[src/rtl/fetch_pkg.sv]
// Shared constants for the instruction fetch stage and the main decoder.
package fetch_pkg;

  // addi x0, x0, 0: the architecturally harmless filler for empty slots
  localparam logic [31:0] NOP_INSTR = 32'h0000_0013;

  localparam logic [31:0] DEFAULT_RESET_PC = 32'h0000_0000;

  // Major opcodes, also consumed by the main decoder
  localparam logic [6:0] OP_R   = 7'b0110011;
  localparam logic [6:0] OP_I   = 7'b0010011;
  localparam logic [6:0] OP_LW  = 7'b0000011;
  localparam logic [6:0] OP_SW  = 7'b0100011;
  localparam logic [6:0] OP_BEQ = 7'b1100011;
  localparam logic [6:0] OP_JAL = 7'b1101111;

  // S_FETCH: a request is being issued or is outstanding.
  // S_HOLD:  a valid instruction is stalled; no request goes out.
  typedef enum logic {
    S_FETCH = 1'b0,
    S_HOLD  = 1'b1
  } fetch_state_e;

endpackage

[src/rtl/fetch_stage_pc_register.sv]
// Program counter register: sync reset, redirect load, and +4 increment.
module pc_register
  import fetch_pkg::*;
#(
  parameter int unsigned       XLEN     = 32,
  parameter logic [XLEN-1:0]   RESET_PC = DEFAULT_RESET_PC
) (
  input  logic            clk,
  input  logic            reset,
  input  logic            load_i,
  input  logic [XLEN-1:0] load_addr_i,
  input  logic            inc_i,
  output logic [XLEN-1:0] pc_o,
  output logic [XLEN-1:0] pc_plus4_o
);

  logic [XLEN-1:0] pc_q;
  logic [XLEN-1:0] pc_d;

  // Wraps modulo 2^XLEN; no alignment trap exists in this stage.
  assign pc_plus4_o = pc_q + XLEN'(4);
  assign pc_o       = pc_q;

  // Next PC: a redirect load outranks the sequential increment.
  always_comb begin
    pc_d = pc_q;
    if (load_i) begin
      pc_d = load_addr_i;
    end else if (inc_i) begin
      pc_d = pc_plus4_o;
    end
  end

  // PC state register with synchronous reset.
  always_ff @(posedge clk) begin
    // NOTE: sequential state uses non-blocking assignment so every flop samples pre-edge values.
    if (reset) begin
      pc_q <= RESET_PC;
    end else begin
      pc_q <= pc_d;
    end
  end

endmodule

[src/rtl/fetch_stage.sv]
// Instruction fetch stage: drives imem over req/ready, holds the fetched
// instruction for the decoder, honours downstream stall and PC redirect.
module fetch_stage
  import fetch_pkg::*;
#(
  parameter int unsigned     XLEN     = 32,
  parameter logic [XLEN-1:0] RESET_PC = DEFAULT_RESET_PC
) (
  input  logic            clk,
  input  logic            reset,
  output logic            imem_req,
  output logic [XLEN-1:0] imem_addr,
  input  logic            imem_ready,
  input  logic [31:0]     imem_rdata,
  input  logic            stall,
  input  logic            PCSrc,
  input  logic [XLEN-1:0] PCTarget,
  output logic [31:0]     instr,
  output logic [6:0]      op,
  output logic [XLEN-1:0] PC,
  output logic [XLEN-1:0] PCPlus4,
  output logic            instr_valid
);

  localparam logic [XLEN-1:0] WORD_MASK = ~XLEN'(3);

  fetch_state_e    state_q;
  logic [31:0]     instr_q;
  logic [XLEN-1:0] pc_hold_q;
  logic [XLEN-1:0] pc_plus4_hold_q;
  logic            valid_q;

  logic [XLEN-1:0] pc_cur;
  logic [XLEN-1:0] pc_cur_plus4;
  logic            redirect;
  logic            stall_hold;
  logic            fetch_fire;

  // A redirect only counts when it refers to a live instruction.
  assign redirect   = PCSrc && valid_q;
  // A stall with nothing held is meaningless and is ignored.
  assign stall_hold = valid_q && stall;
  assign imem_req   = !reset && (state_q == S_FETCH) && !redirect;
  // A response arriving in the first stall cycle is dropped; the request is
  // withdrawn next cycle, which memory treats as an abort.
  assign fetch_fire = imem_req && imem_ready && !stall_hold;

  assign imem_addr   = pc_cur & WORD_MASK;
  assign instr       = instr_q;
  assign op          = instr_q[6:0];
  assign PC          = pc_hold_q;
  assign PCPlus4     = pc_plus4_hold_q;
  assign instr_valid = valid_q;

  pc_register #(
    .XLEN     (XLEN),
    .RESET_PC (RESET_PC)
  ) u_pc (
    .clk         (clk),
    .reset       (reset),
    .load_i      (redirect),
    .load_addr_i (PCTarget & WORD_MASK),
    .inc_i       (fetch_fire),
    .pc_o        (pc_cur),
    .pc_plus4_o  (pc_cur_plus4)
  );

  // Output register and FSM, resolved in priority: reset, redirect, stall, fetch, consume.
  always_ff @(posedge clk) begin
    if (reset) begin
      state_q         <= S_FETCH;
      instr_q         <= NOP_INSTR;
      pc_hold_q       <= '0;
      pc_plus4_hold_q <= XLEN'(4);
      valid_q         <= 1'b0;
    end else if (redirect) begin
      state_q <= S_FETCH;
      instr_q <= NOP_INSTR;
      valid_q <= 1'b0;
    end else if (stall_hold) begin
      state_q <= S_HOLD;
    end else if (fetch_fire) begin
      state_q         <= S_FETCH;
      instr_q         <= imem_rdata;
      pc_hold_q       <= pc_cur;
      pc_plus4_hold_q <= pc_cur_plus4;
      valid_q         <= 1'b1;
    end else begin
      state_q <= S_FETCH;
      if (valid_q) begin
        instr_q <= NOP_INSTR;
        valid_q <= 1'b0;
      end
    end
  end

endmodule

[config.mk]
export PLATFORM = sky130hd
export DESIGN_NAME = fetch_stage
export DESIGN_NICKNAME = d
export VERILOG_FILES = /design/src/rtl/fetch_pkg.sv /design/src/rtl/fetch_stage_pc_register.sv /design/src/rtl/fetch_stage.sv
export SDC_FILE = /design/constraint.sdc
export NUM_CORES = 1
export LEC_CHECK = 0
export CORE_MARGIN = 2
export CORE_UTILIZATION = 45
export CTS_CLUSTER_SIZE = 25
export DETAILED_ROUTE_END_ITERATION = 7
export PLACE_DENSITY = 0.88
export SETUP_SLACK_MARGIN = 0.1
export SLEW_MARGIN = 20
export SYNTH_ARGS = -nofsm -noshare
export SYNTH_HDL_FRONTEND = slang
export SYNTH_SLANG_ARGS = --single-unit
[constraint.sdc]
create_clock -name clk -period 2.8 [get_ports clk]
set_input_delay 0.7 -clock clk [delete_from_list [all_inputs] [get_ports clk]]
set_output_delay 0.7 -clock clk [all_outputs]
set_load 0.05 [all_outputs]
# ---- Word level (Yosys, flattened, before mapping)
# Index checks and enable logic that the tools add are counted.
dict set report classes {
  addsub 1
  n_mux 6
  n_bitwise 3
  n_reduce_logical 14
}
# op n
set op_table {}
lappend op_table {{32-bit two-way mux} 4}
lappend op_table {{32-bit by 3-bit adder with 32-bit output, second input constant} 1}
lappend op_table {{1-bit logical AND} 6}
lappend op_table {{2-bit nonzero test} 2}
lappend op_table {{1-bit zero test} 3}
lappend op_table {{1-bit inverter} 3}
lappend op_table {{3-bit AND reduction} 1}
lappend op_table {{1-bit two-way mux} 2}
lappend op_table {{2-bit AND reduction} 1}
lappend op_table {{2-bit OR reduction} 1}
dict set report word_totals {
  reg_bits 130
  inputBits 69
  out_inout_bits 137
  wordCells 31
}

# ---- Logic depth before layout (Yosys ltp)
# Gate-level depths: netlist of run 1.
dict set report depth {
  ltp_word 7
  depth_mapped 8
  mapped_depth_nobuf 5
}

# ---- Hierarchy
# Synthesis of run 1 repeated with hierarchy kept, for this count alone.
dict set report hier_totals {
  hier_cells 624
  hier_area_um2 5895.7
}
# module instances cells_each area_each_um2 seq_area_each_um2
set by_module_without_submodules {}
lappend by_module_without_submodules {fetch_stage 1 316 3544.6 1961.9}
lappend by_module_without_submodules {pc_register 1 308 2351.0 640.6}

# ---- Least setup slack after synthesis of run 1
# Ideal clock, no wire load.
dict set report synth_timing {
  path_kind {in2out}
  from {input reset}
  to {output imem_req}
  t_arrival_ns 1.945
  t_required_ns 2.100
  setup_slack_ns 0.155
  path_stages 4
  path_buffers 2
  path_cell_list {clkbuf_1 > a21o_1 > clkbuf_1 > nor2_1}
}
dict set report synth_via {
  elab_chain_cells 3
}
# element line
set synth_rtl {}
lappend synth_rtl {{start, declared} fetch_stage.sv:10} ;# input logic reset,
lappend synth_rtl {{1-bit zero test} fetch_stage.sv:43} ;# assign imem_req = !reset && (state_q == S_FETCH) && !redirect;
lappend synth_rtl {{1-bit logical AND (2 in a row)} fetch_stage.sv:43}
lappend synth_rtl {{end, declared} fetch_stage.sv:11} ;# output logic imem_req,
# Every way passes these cells.

# ---- Final worst setup path of run 1
dict set report layout_timing {
  from {register u_pc.pc_q[22], in the netlist u_pc.pc_o[22]}
  to {output imem_addr[22]}
}
# element line
set layout_rtl {}
lappend layout_rtl {{start, declared} fetch_stage_pc_register.sv:17} ;# logic [XLEN-1:0] pc_q;
lappend layout_rtl {{start signal, assigned} fetch_stage_pc_register.sv:40} ;# pc_q <= pc_d;
lappend layout_rtl {{end, declared} fetch_stage.sv:12} ;# output logic [XLEN-1:0] imem_addr,
# No word-level cell between the ends.

==> results of run 1 <==
-- power groups by stage --
stage                     Combinational [uW]  Clock [uW]  Sequential (uW)
final                                    891        2330             1930
after global routing                     936        2430             1940
after CTS                                888        2340             1930
after detailed placement                 884           0             1960
after global placement                   875           0             1960
after floorplan                          323           0             2190
-- kinds of logic after synthesis --
group,count (synthesis)
compound gates,183
xor+xnor,7
fa+ha+maj,1
buf+inv,86
flops,124
mux,5
other cells,1
simple gates,295
-- Yosys cell counts, types with 7 or more instances --
library cell,n
dfxtp_1,124
a21oi_1,50
nor4_1,9
nor3_1,15
buf_6,7
and3_1,13
nand2_1,114
a311oi_1,10
o21ai_0,11
a211oi_1,11
or4_1,19
clkbuf_1,37
o221ai_1,9
o31ai_1,8
nand3_1,20
a22oi_1,36
a2bb2oi_1,8
buf_4,17
a31oi_1,8
nand4_1,16
buf_2,15
nor2_1,66
-- stage by stage --
step	total power, uW	instances	hold slack [ps]	setup WS [ps]
2_1_floorplan	2515	707	576.7	154.9
3_3_place_gp	2837	1026	441.7	91.19
3_5_place_dp	2848	1026	447.7	62.93
4_1_cts	5161	1057	454.9	132.4
5_1_grt	5304	1057	470.0	149.0
6_report	5155	1057	450.8	231.7
-- routing by layer --
metal,vias up,share of wire,wire length [um]
li1,2895,-,-
met1,2900,0.41,7770
met2,319,0.47,8852
met3,62,0.091,1727
met4,0,0.033,634
met5,-,0,0
-- final cells by class --
type,instances,area share
Timing Repair Buffer,227,0.2636
Tap cell,172,0.02556
Sequential cell,124,0.2948
Inverter,6,0.002675
Multi-Input combinational cell,497,0.3383
Clock buffer,26,0.06285
Clock inverter,5,0.01218
-- final timing paths --
| check | startpoint | end |
|---|---|---|
| hold / removal | PC[19]$_SDFFE_PP0P_ | PC[19]$_SDFFE_PP0P_ |
| setup / recovery | u_pc.pc_o[22]$_SDFFE_PP0P_ | imem_addr[22] |
| setup reg to reg | u_pc.pc_o[3]$_SDFFE_PP0P_ | PCPlus4[24]$_SDFFE_PP0P_ |
| hold reg to reg | PC[19]$_SDFFE_PP0P_ | PC[19]$_SDFFE_PP0P_ |
-- flip-flops by register name, indices dropped and copies added, names as in the netlist --
name,cells
PC,30
PCPlus4,30
instr,32
instr_valid,1
state_q,1
u_pc.pc_o,30
-- cell usage in the layout (no fill, tap or decap), types with 13 or more instances in the layout --
cell             synthesis  final
a21oi_1                 50     50
a22oi_1                 36     36
and3_1                  13     13
buf_4                   17     29
clkbuf_16                0     17
clkdlybuf4s50_1          0    193
dfxtp_1                124    124
nand2_1                114    113
nand3_1                 20     20
nand4_1                 16     16
nor2_1                  66     65
nor3_1                  15     15
or4_1                   19     19
-- what timing repair did --
action,CTS,global route
gates resized for setup,0,2
setup endpoints to repair,0,2
endpoints found under the hold margin,0,0
hold buffers,0,0
==> out/metrics.yaml, run 1 <==
yosys.area_share.simple: 0.2483
switchingPower_uw: 1421
mappedNetlistArea_um2: 5789
synthDistinctLibCells: 58
p_int_uw: 3734
pwr-share-comb: 0.173
use_met3: 0.07636
clkTransAtPathRegs_ps: 50
die_w_um: 117.4
fillers: 1018
synthTopCellsByArea: "dfxtp_1 43%, nand2_1 7.4%, a22oi_1 4.7%"
setup.worst_path.class: "flip-flop to output pin"
synth_adder_area_share: 0.002161
root_buffer: "clkbuf_16"
synth_compound_area_frac: 0.2166
path_depth: 1
finalInstanceArea_um2: 8421
gr-usage-met2: 0.4335
die_y_um: 117.4
ff_latch_area_um2: 2482
multiInputGateArea_um2: 2849
grt_max_degree: 88
yosysWarnings: 0
wl_per_cell_um: 17.96
async_reset_ff_frac: 0
grt_overflow: 0
n_antenna_cell: 0
crit_required_ps: 2100
ant_nets: 0
p_leak_uw: 0.002922
antenna_found_initial: 0
fin_tns_setup_ps: 0
power.density_nw_per_um2: 612.2
area_delta_synth_final_pct: 45.45
top_usage_layer: "met2"
endpoint_kind: "output pin"
finalSetupViolCount: 0
synth-main-ff-cell: "dfxtp_1"
worstPathArrival_ps: 1870
crit_path_max_incr_delay_ps: 890
cap_viol_max_count: 0
cp_max_fo: 9
grt_pass1_wl_mm: 30.39
grt_setup_unrepaired: "no"
fin_util: 0.6700
die-area_um2: 13790
synth_mux_area_frac: 0.008861
slowest_stage: "clkdlybuf4s50_1"
cts_made_buffers: 17
remaining_drc_errors: 0
synthCells: 702
placementRows: 41
syn_area_per_cell_um2: 8.247
hold_class: "flip-flop to flip-flop"
drive_gt1_frac: 0.08023
initial_utilization: 0.4606
period_needed_ps: 2568
htreeDepth: 4
period_share: 0.9172
ys_seq_area_frac: 0.4288
core_um2: 12570
cts_tree: "done"
hold_depth: 2
irDropWorstVdd_uv: 421.0
first_global_vias: 5828
post_cts_buffers: 0
critPathBufInv: 1
synth_top_cell_by_area: "dfxtp_1"
routed_wirelength_mm: 18.98
ios: 206
yosysTopAreaCellShare: 0.4288
r2r_setup_slack_ps: 400
grt_util_all_layers: 0.2722
vias_per_cell: 5.843
fin_nets: 943
synth_edf_count: 0
routabilityCongestion: 0.9065
clock_skew_ps: 6.339
clock_path_buffers: 2
slew_violations: 0
worst_pin_slew_ps: 942.5
synth_top_family_by_area: "simple AND/OR/NAND/NOR gates"
synth-seq-cells: 124
p_clk_frac: 0.452
yosys.area_share.xor_xnor: 0.01059
drtIter0Drc: 685
dpl_cell_area_um2: 7784
hpwl_mm: 12.86
dr.pass1.iters: 5
critical_path.startpoint_type: "flip-flop"
cts.sinks: 124
relSlewSlack: 0.3716
hold_viol_final: 0
r2r_cells: 5
switching_share: 0.2756
outcome: "completed"
fmax_ghz: 0.3894
io_buffers: 197
grt_use_met1: 0.3428
power_frac_seq: 0.375
vias: 6176
path_cells: "clkdlybuf4s50_1"
cp_top_family: "buffers and inverters"
clkLatencyLatePin_ps: 420
No activity file was read; power rests on OpenSTA's default activity.
==> run 2, diff against run 1 <==
--- a/config.mk
+++ b/config.mk
@@ -7,7 +7,7 @@
 export LEC_CHECK = 0
 export CORE_MARGIN = 2
 export CORE_UTILIZATION = 45
-export CTS_CLUSTER_SIZE = 25
+export CTS_CLUSTER_SIZE = 30
 export DETAILED_ROUTE_END_ITERATION = 7
 export PLACE_DENSITY = 0.88
 export SETUP_SLACK_MARGIN = 0.1
==> results of run 2 <==
Same layout as run 1: the final DEF is identical, and so are final timing and power.
==> run 3, diff against run 2 <==
--- a/config.mk
+++ b/config.mk
@@ -7,8 +7,8 @@
 export LEC_CHECK = 0
 export CORE_MARGIN = 2
 export CORE_UTILIZATION = 45
-export CTS_CLUSTER_SIZE = 30
 export DETAILED_ROUTE_END_ITERATION = 7
+export HOLD_SLACK_MARGIN = 0.03
 export PLACE_DENSITY = 0.88
 export SETUP_SLACK_MARGIN = 0.1
 export SLEW_MARGIN = 20
==> results of run 3 <==
Same layout as run 1: the final DEF is identical, and so are final timing and power.
